`src/rtl/debounce_pkg.sv`:
```
// Shared types and register indices for the debounced slot-bus input core.
// Optional fall-edge capture is enabled by defining DB_FALL_EDGE_EN.
package debounce_pkg;

    // Per-bit debounce state. WAIT1/WAIT0 are the qualifying windows
    // while a new level is being proven stable.
    typedef enum logic [1:0] {
        ZERO  = 2'd0,
        WAIT1 = 2'd1,
        ONE   = 2'd2,
        WAIT0 = 2'd3
    } db_state_t;

    // Slot register indices, sized to match reg_addr.
    localparam logic [4:0] REG_RAW  = 5'd0;
    localparam logic [4:0] REG_DB   = 5'd1;
    localparam logic [4:0] REG_RISE = 5'd2;
    localparam logic [4:0] REG_FALL = 5'd3;

endpackage

```
`src/rtl/debounce_input_core_db_fsm.sv`:
```
// Single-bit debouncer: a new level is accepted only after it has been
// seen on sync_in for DB_TICKS+1 consecutive clocks (one cycle to enter
// the wait state, then DB_TICKS counted cycles). The current state is
// held in the signal 'state' so checkers can bind to it directly.
module db_fsm
    import debounce_pkg::*;
#(
    parameter int DB_TICKS = 20,
    parameter int CNT_W    = $clog2(DB_TICKS)
) (
    input  logic clk,
    input  logic reset,
    input  logic sync_in,
    output logic db_out
);

    db_state_t          state;
    db_state_t          next_state;
    logic [CNT_W-1:0]   cnt;
    logic [CNT_W-1:0]   next_cnt;

    localparam logic [CNT_W-1:0] CNT_LAST = CNT_W'(DB_TICKS - 1);

    // State and stability counter registers; reset aborts any debounce.
    always_ff @(posedge clk) begin
        if (reset) begin
            state <= ZERO;
            cnt   <= '0;
        end else begin
            state <= next_state;
            cnt   <= next_cnt;
        end
    end

    // Next-state logic: any disagreement during a wait returns to the
    // old stable state, so short glitches never reach db_out.
    always_comb begin
        next_state = state;
        next_cnt   = cnt;
        case (state)
            ZERO: begin
                if (sync_in) begin
                    next_state = WAIT1;
                    next_cnt   = '0;
                end
            end
            WAIT1: begin
                if (!sync_in) begin
                    next_state = ZERO;
                end else if (cnt == CNT_LAST) begin
                    next_state = ONE;
                end else begin
                    next_cnt = cnt + 1'b1;
                end
            end
            ONE: begin
                if (!sync_in) begin
                    next_state = WAIT0;
                    next_cnt   = '0;
                end
            end
            WAIT0: begin
                if (sync_in) begin
                    next_state = ONE;
                end else if (cnt == CNT_LAST) begin
                    next_state = ZERO;
                end else begin
                    next_cnt = cnt + 1'b1;
                end
            end
            default: begin
                next_state = ZERO;
                next_cnt   = '0;
            end
        endcase
    end

    // Debounced level is a decode of the registered state.
    assign db_out = (state == ONE) || (state == WAIT0);

endmodule

```
`src/rtl/debounce_input_core.sv`:
```
// Slot-bus input core: 2-flop synchronizer, per-bit debounce FSMs,
// sticky rise (and optionally fall) event registers with write-1-to-clear.
// Optional feature macro: DB_FALL_EDGE_EN (fall register at address 3).
// Bus semantics: rd_data is a pure combinational function of reg_addr;
// a write takes effect on the clock edge where cs && write are both high.
module debounce_input_core
    import debounce_pkg::*;
#(
    parameter int N_INPUTS = 5,
    parameter int DB_TICKS = 20,
    parameter int CNT_W    = $clog2(DB_TICKS)
) (
    input  logic                clk,
    input  logic                reset,
    input  logic                cs,
    input  logic                read,
    input  logic                write,
    input  logic [4:0]          reg_addr,
    input  logic [31:0]         wr_data,
    output logic [31:0]         rd_data,
    input  logic [N_INPUTS-1:0] din
);

    logic [N_INPUTS-1:0] sync_s1;
    logic [N_INPUTS-1:0] sync_s2;
    logic [N_INPUTS-1:0] db;
    logic [N_INPUTS-1:0] db_q;
    logic [N_INPUTS-1:0] rise;
    logic [N_INPUTS-1:0] rise_set;
    logic [N_INPUTS-1:0] rise_clr;
    logic                bus_wr;

    // read has no side effects and upper write bits are don't-care.
    logic unused_bits;
    assign unused_bits = ^{wr_data, read};

    assign bus_wr = cs && write;

    // Two-stage synchronizer for the asynchronous pins.
    always_ff @(posedge clk) begin
        if (reset) begin
            sync_s1 <= '0;
            sync_s2 <= '0;
        end else begin
            sync_s1 <= din;
            sync_s2 <= sync_s1;
        end
    end

    genvar g;
    generate
        for (g = 0; g < N_INPUTS; g++) begin : g_fsm
            db_fsm #(
                .DB_TICKS (DB_TICKS),
                .CNT_W    (CNT_W)
            ) u_db_fsm (
                .clk     (clk),
                .reset   (reset),
                .sync_in (sync_s2[g]),
                .db_out  (db[g])
            );
        end
    endgenerate

    assign rise_set = db & ~db_q;
    assign rise_clr = (bus_wr && reg_addr == REG_RISE) ? wr_data[N_INPUTS-1:0] : '0;

    // Delayed level and sticky rise events; a same-cycle set beats a clear.
    always_ff @(posedge clk) begin
        if (reset) begin
            db_q <= '0;
            rise <= '0;
        end else begin
            db_q <= db;
            rise <= (rise & ~rise_clr) | rise_set;
        end
    end

`ifdef DB_FALL_EDGE_EN
    logic [N_INPUTS-1:0] fall;
    logic [N_INPUTS-1:0] fall_set;
    logic [N_INPUTS-1:0] fall_clr;

    assign fall_set = ~db & db_q;
    assign fall_clr = (bus_wr && reg_addr == REG_FALL) ? wr_data[N_INPUTS-1:0] : '0;

    // Sticky fall events; a same-cycle set beats a clear.
    always_ff @(posedge clk) begin
        if (reset) begin
            fall <= '0;
        end else begin
            fall <= (fall & ~fall_clr) | fall_set;
        end
    end
`endif

    // Read mux; unimplemented bits and addresses read as zero.
    always_comb begin
        rd_data = '0;
        case (reg_addr)
            REG_RAW:  rd_data[N_INPUTS-1:0] = sync_s2;
            REG_DB:   rd_data[N_INPUTS-1:0] = db;
            REG_RISE: rd_data[N_INPUTS-1:0] = rise;
`ifdef DB_FALL_EDGE_EN
            REG_FALL: rd_data[N_INPUTS-1:0] = fall;
`endif
            default:  rd_data = '0;
        endcase
    end

endmodule

```
`config.mk`:
```
export PLATFORM = sky130hd
export DESIGN_NAME = debounce_input_core
export DESIGN_NICKNAME = d
export VERILOG_FILES = /design/src/rtl/debounce_pkg.sv /design/src/rtl/debounce_input_core_db_fsm.sv /design/src/rtl/debounce_input_core.sv
export SDC_FILE = /design/constraint.sdc
export NUM_CORES = 1
export LEC_CHECK = 0
export ABC_AREA = 0
export CAP_MARGIN = 20
export CORE_AREA = 2 2 70 88
export CTS_CLUSTER_SIZE = 30
export DETAILED_ROUTE_END_ITERATION = 7
export DIE_AREA = 0 0 72 90
export GPL_TIMING_DRIVEN = 0
export PLACE_DENSITY = 0.87
export SETUP_SLACK_MARGIN = 0.15
export SYNTH_ARGS = -nofsm -noshare
export SYNTH_HDL_FRONTEND = slang
export SYNTH_SLANG_ARGS = --single-unit
```
`constraint.sdc`:
```
create_clock -name clk -period 1.9 [get_ports clk]
set_input_delay 0.475 -clock clk [delete_from_list [all_inputs] [get_ports clk]]
set_output_delay 0.475 -clock clk [all_outputs]
set_load 0.05 [all_outputs]
```
Word-level counts from Yosys, hierarchy flattened
Index checks and enable logic that the tools add are counted.
W data, S select, Z words.
{"block": "classes", "n_mux": 67, "add_sub_neg": 5, "n_bitwise": 5, "eq_ne": 52, "reduce_logical": 23}
{"op": "$mux W5", "count": 26}
{"op": "$pmux W5 S4", "count": 5}
{"op": "$mux W2", "count": 30}
{"op": "$ne A2 B2 Y1 const B", "count": 20}
{"op": "$pmux W2 S4", "count": 5}
{"op": "$reduce_and A4 Y1", "count": 10}
{"op": "$ne A3 B2 Y1 const B", "count": 10}
{"op": "$add A5 B1 Y5 const B", "count": 5}
{"op": "$eq A5 B5 Y1 const B", "count": 5}
{"op": "$eq A2 B2 Y1 const B", "count": 10}
{"op": "$pmux W5 S3", "count": 1}
{"op": "$and A5 B5 Y5", "count": 2}
{"op": "$eq A2 B1 Y1 const B", "count": 5}
{"op": "$logic_not A2 Y1", "count": 5}
{"op": "$not A5 Y5", "count": 2}
{"op": "$eq A5 B1 Y1 const B", "count": 1}
{"op": "$eq A5 B2 Y1 const B", "count": 1}
{"op": "$logic_not A5 Y1", "count": 1}
{"op": "$logic_or A1 B1 Y1", "count": 5}
{"op": "$or A5 B5 Y5", "count": 1}
{"op": "$logic_and A1 B1 Y1", "count": 2}
{"block": "totals", "output_inout_bits": 32, "input_bits": 47, "regBits": 55, "wordCells": 166}

Longest topological paths before layout
{"block": "logic_depth", "depth_word": 6, "depth_mapped": 6, "mapped_depth_nobuf": 5}

Hierarchy
From an unflattened synthesis, not the netlist that was laid out.
{"block": "hier_totals", "cells_unflattened": 315, "area_unflattened_um2": 2824.0}
{"module": "db_fsm", "seq_area_each_um2": 140.1, "area_each_um2": 361.6, "cells_each": 42, "n_inst": 5}
{"module": "debounce_input_core", "seq_area_each_um2": 400.4, "area_each_um2": 1016.0, "cells_each": 105, "n_inst": 1}

Worst setup path before layout
No wires, ideal clock.
{"block": "synth_path", "path_kind": "in2out", "from": "in reg_addr[1]", "to": "out rd_data[0]", "cell_stages": 4, "arrival_time_ps": 1675, "required_time_ps": 1425, "path_slack_ps": -250, "n_path_buf": 1, "cell_sequence": "clkbuf_1 nor2b_1 a21oi_1 nor2_1"}
{"block": "synth_between", "elab_chain_len": 2, "word_cells_on_any_way": 4, "cone_classes": "eq/ne (2); mux (1); reduce/logical (1)"}
{"element": "start, declared", "line": "debounce_input_core.sv:18", "rtl": "input logic [4:0] reg_addr,"}
{"element": "$eq A5 B2 Y1, or another cell as far along", "line": "debounce_input_core.sv:100", "rtl": "case (reg_addr)"}
{"element": "$pmux W5 S3 *", "line": "debounce_input_core.sv:100"}
{"element": "end, declared", "line": "debounce_input_core.sv:20", "rtl": "output logic [31:0] rd_data,"}
Mark *: on every way between the ends. The rest lies on a longest branch, timed or not.

Worst setup path in the final report
{"block": "layout_path", "from": "in reg_addr[3]", "to": "out rd_data[2]"}
The elaborated chain is that of the path after synthesis.

==> flow_metrics.py <==
metrics = {
    "yosys": {
        "synth_top_area_share_pct": 42.9,
        "yosys_most_used_dff": "dfxtp_1",
        "netlist_instances": 290,
        "synth.largest_area_cell": "dfxtp_1",
        "async_flop_share_pct": 0,
        "synthesis.area_um2": 2560,
        "ys_types": 33,
        "synth-edff-count": 0,
        "synth.top_cells.by_area": "dfxtp_1, buf_4, nor2b_1",
        "synth.avg_cell_area_um2": 8.84,
        "yosys_register_bits": 55,
        "yosysWarnings": 0,
        "seq_area_frac_synth_pct": 42.9,
    },
    "worst_setup_path": {
        "start_kind": "input port",
        "cp-end-kind": "primary output",
        "slowest_delay_ps": 370,
        "critPathSlowestCell": "or3_1",
        "critPathBufInv": 3,
        "worstPathCellList": "buf_6, or3_1, buf_6, nor2_4, buf_6",
        "critical_path_class": "input port to primary output",
        "critPathMaxFanout": 6,
        "cp_top_family": "simple AND/OR/NAND/NOR gates",
        "path_common_cell": "buf_6",
        "crit_arrival_ps": 1370,
        "worstPathRequired_ps": 1420,
    },
    "pwr": {
        "ir_drop_v": 0.000443,
        "leakagePower_uw": 0.00128,
        "powerDensity_nw_per_um2": 705,
    },
    "timing": {
        "fin_crit_ps": 1840,
        "max_slew_margin_pct": 61.3,
        "fin_setup_tns_ps": 0,
        "fmax_mhz": 543,
        "finalSetupViolations": 0,
        "worst_slew_pin_slew_ps": 580,
        "maxSlewViolCount": 0,
        "fin_ws_ps": 58.5,
        "hold_violations": 0,
        "fin_skew_ps": 8.86,
        "grt_setup_unrepaired": "true",
        "period_share_pct": 96.9,
    },
    "placed_design": {
        "globalplace.congestion": 0.743,
        "portBuffers": 21,
        "dp_slack_ps": -1010,
        "hpwl_mm": 3.70,
    },
    "floorplanning": {
        "die-area_um2": 6480,
        "die-height_um": 90,
        "coreArea_um2": 5700,
        "start_util_pct": 45.0,
        "num_rows": 31,
        "pin_count": 79,
        "die_x_um": 72,
    },
    "route": {
        "route.detailed.drc": 0,
        "vias": 2073,
        "dr.pass1.iters": 4,
        "ant_nets": 0,
        "viasPerCell": 5.06,
        "drt_iter0_markers": 92,
        "routed_wl_mm": 5.10,
        "wl_per_cell_um": 12.4,
    },
    "global_route": {
        "groute.usage.overall_pct": 16.6,
        "grt_pass1_wl_mm": 8.54,
        "antenna_found_initial": 0,
        "gr-total-overflow": 0,
        "grt_pass1_vias": 2031,
        "grt_max_degree": 16,
    },
    "layout": {
        "drive_above_1_share_pct": 18.3,
        "nets": 396,
        "multi_input_area_um2": 1360,
        "final_common_cell": "dfxtp_1",
        "register_area_um2": 1110,
        "nFillCells": 503,
        "syn2layout_area_growth_pct": 23.1,
        "final_cell_mix": "dfxtp_1, buf_4, conb_1",
        "insertedDiodeCount": 0,
    },
    "clock_network": {
        "clockBufferDepth": 2,
        "cts_tree": "yes",
        "cts-root-buf": "clkbuf_8",
        "hold_buffers": 0,
        "clk_pin_slew_ps": 80,
        "cts.sinks": 55,
        "h-tree-depth": 2,
        "cts-buffers-inserted": 5,
        "cts_setup_buffers": 0,
        "clk_latency_ps": 310,
    },
    "job": {
        "cap_violations": 0,
    },
    "min_path": {
        "holdCritPathClass": "register to register",
    },
    "run_status": {
        "status": "complete, no violations",
    },
}
-- routing by layer --
layer | vias to the layer above | wire, µm | track usage (%)
li1 | 1042 | - | -
met1 | 958 | 2140 | 17.5
met2 | 64 | 2550 | 29.6
met3 | 9 | 285 | 3.59
met4 | 0 | 121 | 9.43
met5 | - | 0 | 0
-- cells in the mapped netlist, drive strengths merged, types with 8 or more instances --
| cell | number |
|---|---|
| buf | 28 |
| nand2b | 8 |
| a21oi | 24 |
| nand2 | 9 |
| clkbuf | 9 |
| nor3 | 9 |
| nor2 | 27 |
| o21ai | 13 |
| nand4 | 11 |
| nor2b | 23 |
| xor2 | 12 |
| inv | 8 |
| dfxtp | 55 |
| mux2i | 10 |
-- final timing paths --
path	from	to	slack, ps	cells after the start
max reg2reg	register	g_fsm[2].u_db_fsm.cnt[0]	350	4
max	reg_addr[3]	rd_data[2]	60	5
min	sync_s1[0]	sync_s2[0]	450	1
min reg2reg	sync_s1[0]	sync_s2[0]	450	1
-- registers in the layout, summed over array words and instances (netlist names), named ones only --
signal and cells:
db_q 5, g_fsm.u_db_fsm.cnt 25, g_fsm.u_db_fsm.state 5, rise 5, sync_s1 5, sync_s2 5
-- area by class of cell --
cell class | instances | share of cell area (%)
clock buffer | 6 | 2.30
tap | 66 | 2.61
buffer | 37 | 8.12
clock inverter | 1 | 0.951
inverter | 8 | 0.951
sequential | 55 | 35.0
timing repair buffer | 21 | 6.85
multi-input combinational | 216 | 43.2
-- what timing repair did --
item / CTS / global route
gates resized for setup: 56 / 13
pin swaps: 3 / 3
endpoints found under the setup margin: 10 / 11
-- through the flow --
step | hold slack [ps] | total power, µW | utilization, % | instances | area, µm²
after floorplan | 414 | 1440 | - | 316 | 2710
after global placement | 417 | 1490 | 52.7 | 403 | 3000
after detailed placement | 428 | 1490 | 52.7 | 403 | 3000
after CTS | 449 | 2230 | 54.8 | 410 | 3120
after global routing | 466 | 2310 | 55.4 | 410 | 3160
final | 448 | 2230 | 55.4 | 410 | 3160
-- power by group --
group,leakage [µW],internal (µW),switching [µW]
combinational,0.000780,101,192
clock,0.0000513,387,363
sequential,0.000447,1170,13.9
-- cell families (layout without fill, tap and decap cells) --
logic type	after synthesis	count (layout)	synth area share (%)
muxes	10	10	3.90
other	1	27	0.146
xor gates and xnor gates	19	19	6.49
DFF	55	55	42.9
AOI/OAI and AO/OA	48	48	10.6
and+or+nand+nor	107	107	22.9
adders and majority gates	5	5	2.44
buffers and inverters	45	73	10.6
Power figures use the tool's default switching activity.
